**src/rtl/armv8_pkg.sv**
```systemverilog
`default_nettype none
// ============================================================================
//  Module      : armv8_pkg
//  Description : Shared widths, opcodes and constants for the ARMv8 pipeline.
//  Revision    : 1.0  initial release
// ============================================================================
package armv8_pkg;

    localparam int INSTR_W = 32;
    localparam int ADDR_W  = 64;

    // Primary opcode field [31:26] of the unconditional immediate branch (B)
    localparam logic [5:0] OPC_B = 6'b000101;

    // Instruction word placed in IF/ID when it is flushed
    localparam logic [INSTR_W-1:0] BUBBLE_INSTR = 32'h0;

    // Sequential fetch step, one 32-bit instruction
    localparam logic [ADDR_W-1:0] PC_INC = 64'd4;

endpackage : armv8_pkg
`default_nettype wire

```
**src/rtl/if_id_register.sv**
```systemverilog
`default_nettype none
// ============================================================================
//  Module      : if_id_register
//  Description : IF/ID pipeline register. Flush (or reset) inserts a bubble,
//                load captures the fetched instruction, otherwise it holds.
//  Revision    : 1.0  initial release
// ============================================================================
module if_id_register
    import armv8_pkg::*;
(
    input  logic               clk,
    input  logic               rst,
    input  logic               i_flush,
    input  logic               i_load,
    input  logic [ADDR_W-1:0]  i_pc,
    input  logic [INSTR_W-1:0] i_instr,
    input  logic               i_predicted,
    output logic [ADDR_W-1:0]  o_pc,
    output logic [INSTR_W-1:0] o_instr,
    output logic               o_valid,
    output logic               o_predicted
);

    logic [ADDR_W-1:0]  r_pc;
    logic [INSTR_W-1:0] r_instr;
    logic               r_valid;
    logic               r_predicted;

    // Flush beats load; with neither asserted the stage is frozen
    always_ff @(posedge clk) begin
        if (rst || i_flush) begin
            r_pc        <= '0;
            r_instr     <= BUBBLE_INSTR;
            r_valid     <= 1'b0;
            r_predicted <= 1'b0;
        end else if (i_load) begin
            r_pc        <= i_pc;
            r_instr     <= i_instr;
            r_valid     <= 1'b1;
            r_predicted <= i_predicted;
        end
    end

    assign o_pc        = r_pc;
    assign o_instr     = r_instr;
    assign o_valid     = r_valid;
    assign o_predicted = r_predicted;

endmodule : if_id_register
`default_nettype wire

```
**src/rtl/instruction_fetch.sv**
```systemverilog
`default_nettype none
// ============================================================================
//  Module      : instruction_fetch
//  Description : IF stage. Owns the PC, drives the instruction memory address
//                and feeds the IF/ID register. Optional B predecode is built
//                when FETCH_B_PREDECODE_EN is defined: an unconditional B seen
//                in IF steers the PC to its target with no bubble.
//  Revision    : 1.0  initial release
// ============================================================================
module instruction_fetch
    import armv8_pkg::*;
#(
    parameter logic [ADDR_W-1:0] RESET_PC = 64'h0
) (
    input  logic               Clock,
    input  logic               Reset,
    output logic [ADDR_W-1:0]  Address,
    input  logic [INSTR_W-1:0] Instruction,
    input  logic               Stall,
    input  logic               Redirect,
    input  logic [ADDR_W-1:0]  BranchTarget,
    output logic [ADDR_W-1:0]  IFID_PC,
    output logic [INSTR_W-1:0] IFID_Instruction,
    output logic               IFID_Valid,
    output logic               IFID_Predicted
);

    logic [ADDR_W-1:0] r_pc;
    logic [ADDR_W-1:0] w_pc_next;
    logic [ADDR_W-1:0] w_target;
    logic [ADDR_W-1:0] w_b_offset;
    logic              w_predecode_hit;

    // Targets are word aligned; low two bits of the request are dropped
    assign w_target = BranchTarget & ~64'h3;

`ifdef FETCH_B_PREDECODE_EN
    // B in IF: imm26 sign-extended and scaled to bytes
    assign w_predecode_hit = (Instruction[31:26] == OPC_B) && !Stall && !Redirect;
    assign w_b_offset      = {{36{Instruction[25]}}, Instruction[25:0], 2'b00};
`else
    assign w_predecode_hit = 1'b0;
    assign w_b_offset      = '0;
`endif

    // Next-PC select: redirect, then stall hold, then predecode, then +4
    always_comb begin
        w_pc_next = r_pc + PC_INC;
        if (Redirect) begin
            w_pc_next = w_target;
        end else if (Stall) begin
            w_pc_next = r_pc;
        end else if (w_predecode_hit) begin
            w_pc_next = r_pc + w_b_offset;
        end
    end

    // Program counter register
    always_ff @(posedge Clock) begin
        if (Reset) begin
            r_pc <= RESET_PC;
        end else begin
            r_pc <= w_pc_next;
        end
    end

    assign Address = r_pc;

    if_id_register u_if_id (
        .clk         (Clock),
        .rst         (Reset),
        .i_flush     (Redirect),
        .i_load      (!Stall),
        .i_pc        (r_pc),
        .i_instr     (Instruction),
        .i_predicted (w_predecode_hit),
        .o_pc        (IFID_PC),
        .o_instr     (IFID_Instruction),
        .o_valid     (IFID_Valid),
        .o_predicted (IFID_Predicted)
    );

endmodule : instruction_fetch
`default_nettype wire

```
**config.mk**
```make
export PLATFORM = sky130hd
export DESIGN_NAME = instruction_fetch
export DESIGN_NICKNAME = d
export VERILOG_FILES = /design/src/rtl/armv8_pkg.sv /design/src/rtl/if_id_register.sv /design/src/rtl/instruction_fetch.sv
export SDC_FILE = /design/constraint.sdc
export NUM_CORES = 1
export LEC_CHECK = 0
export ABC_AREA = 1
export BUFFER_PORTS_ARGS = -buffer_cell sky130_fd_sc_hd__buf_2
export CAP_MARGIN = 40
export CORE_ASPECT_RATIO = 1.75
export CORE_MARGIN = 8
export CORE_UTILIZATION = 55
export DETAILED_ROUTE_END_ITERATION = 7
export PLACE_DENSITY_LB_ADDON = 0.3
export SYNTH_ARGS = -nofsm -noshare
export SYNTH_HDL_FRONTEND = slang
export SYNTH_SLANG_ARGS = --single-unit
```
**constraint.sdc**
```tcl
create_clock -name Clock -period 3.7 [get_ports Clock]
set_input_delay 0.37 -clock Clock [delete_from_list [all_inputs] [get_ports Clock]]
set_output_delay 0.37 -clock Clock [all_outputs]
set_load 0.01 [all_outputs]
```
=== Yosys cells after proc, flatten, opt, wreduce, memory -nomap -nowiden ===
Index checks and enable logic that the tools add are counted.

* Bits in registers: 161
* Latch bits: 0
* RAM bits: 0
* ROM bits: 0
* Word-level logic and storage cells: 11
* Memories kept: 0

* Add/subtract/negate cells: 1
* Multiply operators: 0
* Div/mod/pow operators: 0
* $lt $le $gt $ge: 0
* Equal/unequal tests: 1
* Shift operators: 0
* Muxes and demuxes: 2
* Bitwise gates (word level): 0
* Reduce and logical (&&, ||, !) cells: 2

{| class="wikitable"
|+ Operators by type and width
! operator !! number
|-
| 64-bit two-way mux || 2
|-
| 64-bit by 3-bit adder with 64-bit output, second input constant || 1
|-
| 2-bit by 1-bit != test with 1-bit output, second input constant || 1
|-
| 2-bit OR reduction || 1
|-
| 1-bit logical OR || 1
|}

=== Longest topological paths before layout ===
* Depth in word-level cells: 3
* Depth in mapped cells: 11
* Depth with buffers taken out: 11

=== Cells and area by module ===
From an unflattened synthesis, not the netlist that was laid out.

* Cells, all modules: 1467
* Area total of the unflattened synthesis: 8713.4 um^2

{| class="wikitable"
|+ Modules (own cells, without submodules)
! module !! instances !! cells each !! area each (um^2)
|-
| instruction_fetch || 1 || 850 || 4725.8
|-
| if_id_register || 1 || 617 || 3987.6
|}

=== Least setup slack after synthesis ===
No wires, ideal clock.

* Path kind: register -> register
* Start: register r_pc[3] (netlist: Address[3])
* End: register r_pc[58] (netlist: Address[58])
* Setup time: 0.131 ns
* Data arrival time: 1.475 ns
* Required time: 3.569 ns
* Path slack: 2.094 ns
* Cell stages (with the launch flop): 11
* Path buffers: 0
* Clock period less this slack: 1.606 ns
* Cell sequence: dfxtp_1 > ha_1 > nand2_1 > nor2_4 > nand2_4 > nor2_8 > nand2_4 > nor2_1 > nand2_1 > nand3_1 > a21oi_2

* Word-level cells in the longest chain between the ends: 3

{| class="wikitable"
|+ RTL lines
! item !! line !! text
|-
| from (decl) || instruction_fetch.sv:28 || <nowiki>logic [ADDR_W-1:0] r_pc;</nowiki>
|-
| from (signal assigned) || instruction_fetch.sv:63 || <nowiki>r_pc <= w_pc_next;</nowiki>
|-
| 64-bit by 3-bit adder with 64-bit output || instruction_fetch.sv:48 || <nowiki>w_pc_next = r_pc + PC_INC;</nowiki>
|-
| 64-bit two-way mux || instruction_fetch.sv:51 || <nowiki>end else if (Stall) begin</nowiki>
|-
| 64-bit two-way mux || instruction_fetch.sv:49 || <nowiki>if (Redirect) begin</nowiki>
|}

Every way passes these cells. The select of a mux whose other input is x is not followed.
A chain may end at the register's enable or synchronous reset.

=== Worst setup path in the final report ===
* Start: register r_pc[29] (netlist: Address[29])
* End: register r_pc[60] (netlist: Address[60])

Same word-level chain as after synthesis.

==> reports/qor.txt <==
Detail Route Antenna Nets = 0
global placement routability congestion = 0.9521
GRT Total Usage = 30.85%
Synth Area in Compound Gates = 17.11%
Crit Path Category = register to register
Startpoint Class = register
arrival time at the worst endpoint = 2450 ps
Syn. warnings = 0
mapped cell area = 7742 um2
Final min period = 2099 ps
Synth Instances = 1171
Least-Margin Pin Slew = 895.4 ps
DRC errors left = 0
highest routed layer = met4
layout cells sized above 1 = 23.88%
vias per cell = 5.421
maximum clock rate = 476.5 MHz
CTS Root Buffer Type = clkbuf_16
H-tree depth = 4
Synth Register Bits = 157
nets = 1499
Port Buffer Count = 254
WHS Endpoint = u_if_id.o_instr[3]
Hold Path Stages = 3
final wirelength = 28.73 mm
total CTS buffers = 17
largest family of logic cells by synthesized area = simple AND/OR/NAND/NOR gates
vias in the first global route = 8485
Synth Area in XOR/XNOR = 2.376%
fin. max-slew vios = 0
pre-CTS setup slack = 1370 ps
endpoints failing setup = 0
Die X = 105.7 um
post-synthesis mux area share = 0%
Die Ht = 173.0 um
Cell Rows = 57
P_leak = 4.322 nW
GR Overflow Total = 0
RR Endpoint = Address[60]
pin count of the biggest net entering global routing = 97
Die Footprint = 18280 um2
DR WL met2 = 15.05 mm
fin util = 70.41%
period utilization = 56.73%
CP endpoint kind = register
Longest Clk Path Bufs = 2
RSZ-0062 raised after global routing = false
HP Class = input pin to register
setup tns final = 0 ps
sequential area share after synthesis = 40.59%
Power Density = 425.4 nW/um2
hold_sp = Instruction[3]
met3 routed WL = 2.006 mm
post-CTS setup buffers = 0
area share of and/or/nand/nor cells after synthesis = 30.77%
wire length per cell = 18.07 um
Vias = 8619
Worst R2R Setup Slack = 1600 ps
first-pass GRT wire length = 44.77 mm
met1 wire length = 10.09 mm
DRT Pass-1 Iters = 5
CTS tree = built
CP Data Required Time = 4050 ps
Post-CTS Hold Buffers = 0
initial antenna violation count = 2
clk_lat worst skew = 440 ps
FF-to-FF Start = Address[29]
Ports = 262
setup ws final = 1601 ps
Hold Vio Cnt, Final = 0
status = finished clean
Mean Syn Cell Area = 6.612 um2
slew margin rel. = 40.31%
Core ar. = 13840 um2
Netlist cell types = 31
Worst VDD drop = 0.3125 mV
clk_skew = 15.85 ps
Initial DRC Count = 568
Post-CTS Resized = 0
starting density of the core = 55.96%
Sink Count = 157
Clock transition at path regs = 70 ps
post-detail-place hpwl = 21.76 mm
CP Max Fanout = 6
maxcap violations = 0
area grow syn2layout = 25.82%
worst reg2reg path depth = 8
Synth Area in Adders = 0.1616%
## routing by layer
layer	up-vias	track usage [%]
li1	4204	-
met1	3952	30.67
met2	375	55.87
met3	88	7.483
met4	0	18.35
met5	-	0
## how the worst max path moves through the flow
stage	from	endpoint	slack (ps)
5_1_grt	Address[29]	Address[60]	1520
4_1_cts	Address[29]	Address[60]	1610
3_5_place_dp	Stall	Address[49]	1370
3_3_place_gp	Stall	Address[58]	710
2_1_floorplan	Address[3]	Address[58]	2090
6_report	Address[29]	Address[60]	1600
## cell usage in the layout (no fill, tap or decap), types with 9 or more instances in the layout
cell type,synthesis,layout
a211oi_1,16,16
a21oi_1,120,120
a31oi_1,19,19
buf_2,13,254
clkbuf_16,0,17
dfxtp_1,157,157
inv_1,109,108
nand2_1,352,352
nand2_2,9,9
nand3_1,52,52
nand4_1,12,12
nor2_1,119,117
nor2_2,8,9
o21ai_0,77,77
o21ai_1,13,13
xor2_1,17,17
## sequential cells by signal, summed over array words and instances (netlist names)
register         count
u_if_id.o_pc        62
u_if_id.o_instr     32
u_if_id.o_valid      1
Address             62
## where the power goes
part           switching (W)  internal [W]
clock network       0.000863      0.000978
logic               0.000288      0.000172
registers          0.0000811       0.00176
## synth_stat cells, drive strengths merged
| cell | number | area, um2 |
|---|---|---|
| nand3 | 54 | 280.3 |
| conb | 1 | 3.750 |
| clkbuf | 40 | 150.1 |
| ha | 1 | 12.51 |
| xor2 | 17 | 148.9 |
| inv | 114 | 427.9 |
| nor2 | 134 | 584.3 |
| nand2 | 365 | 1423 |
| a31oi | 19 | 118.9 |
| a211oi | 16 | 120.1 |
| xnor2 | 4 | 35.03 |
| and2 | 2 | 12.51 |
| o221ai | 1 | 8.760 |
| o21ai | 92 | 468.0 |
| buf | 20 | 113.9 |
| nand4 | 12 | 75.07 |
| nand3b | 1 | 7.510 |
| a21oi | 121 | 609.3 |
| dfxtp | 157 | 3143 |
## area by class of cell
cell class	count	area (um2)
inverters	114	430.4
well taps	177	221.5
multi-input cells	844	3933
fillers	1299	4094
clock inverters	15	197.7
diodes	2	5.005
repair buffers	264	1386
flip-flops and latches	157	3143
clock buffers	17	425.4
## cell families (layout without fill, tap and decap cells)
kind of cell / Yosys count / count (layout)
and+or+nand+nor: 568 / 568
adders and majority gates: 1 / 1
xor gates and xnor gates: 21 / 21
other: 1 / 7
buffers and inverters: 174 / 410
DFF: 157 / 157
AOI/OAI and AO/OA: 249 / 249
## stage by stage
stage	hold WS, ps	instance area [um2]	std cells	total power, W
3_3_place_gp	440.2	9051	1553	0.002318
5_1_grt	180.8	9742	1590	0.004276
3_5_place_dp	452.3	9114	1556	0.002337
4_1_cts	173.4	9737	1588	0.004154
2_1_floorplan	480.5	7757	1175	0.002123
6_report	179.1	9742	1590	0.004144
## critical path: stages (launching register included)
cell,delay [ps]
dfxtp_1,490
nand2_1,130
nor2_1,270
nand2_1,240
nor2_1,370
nand2_1,110
o21ai_0,160
nand3_1,90
a21oi_1,140
Power figures use the tool's default switching activity.
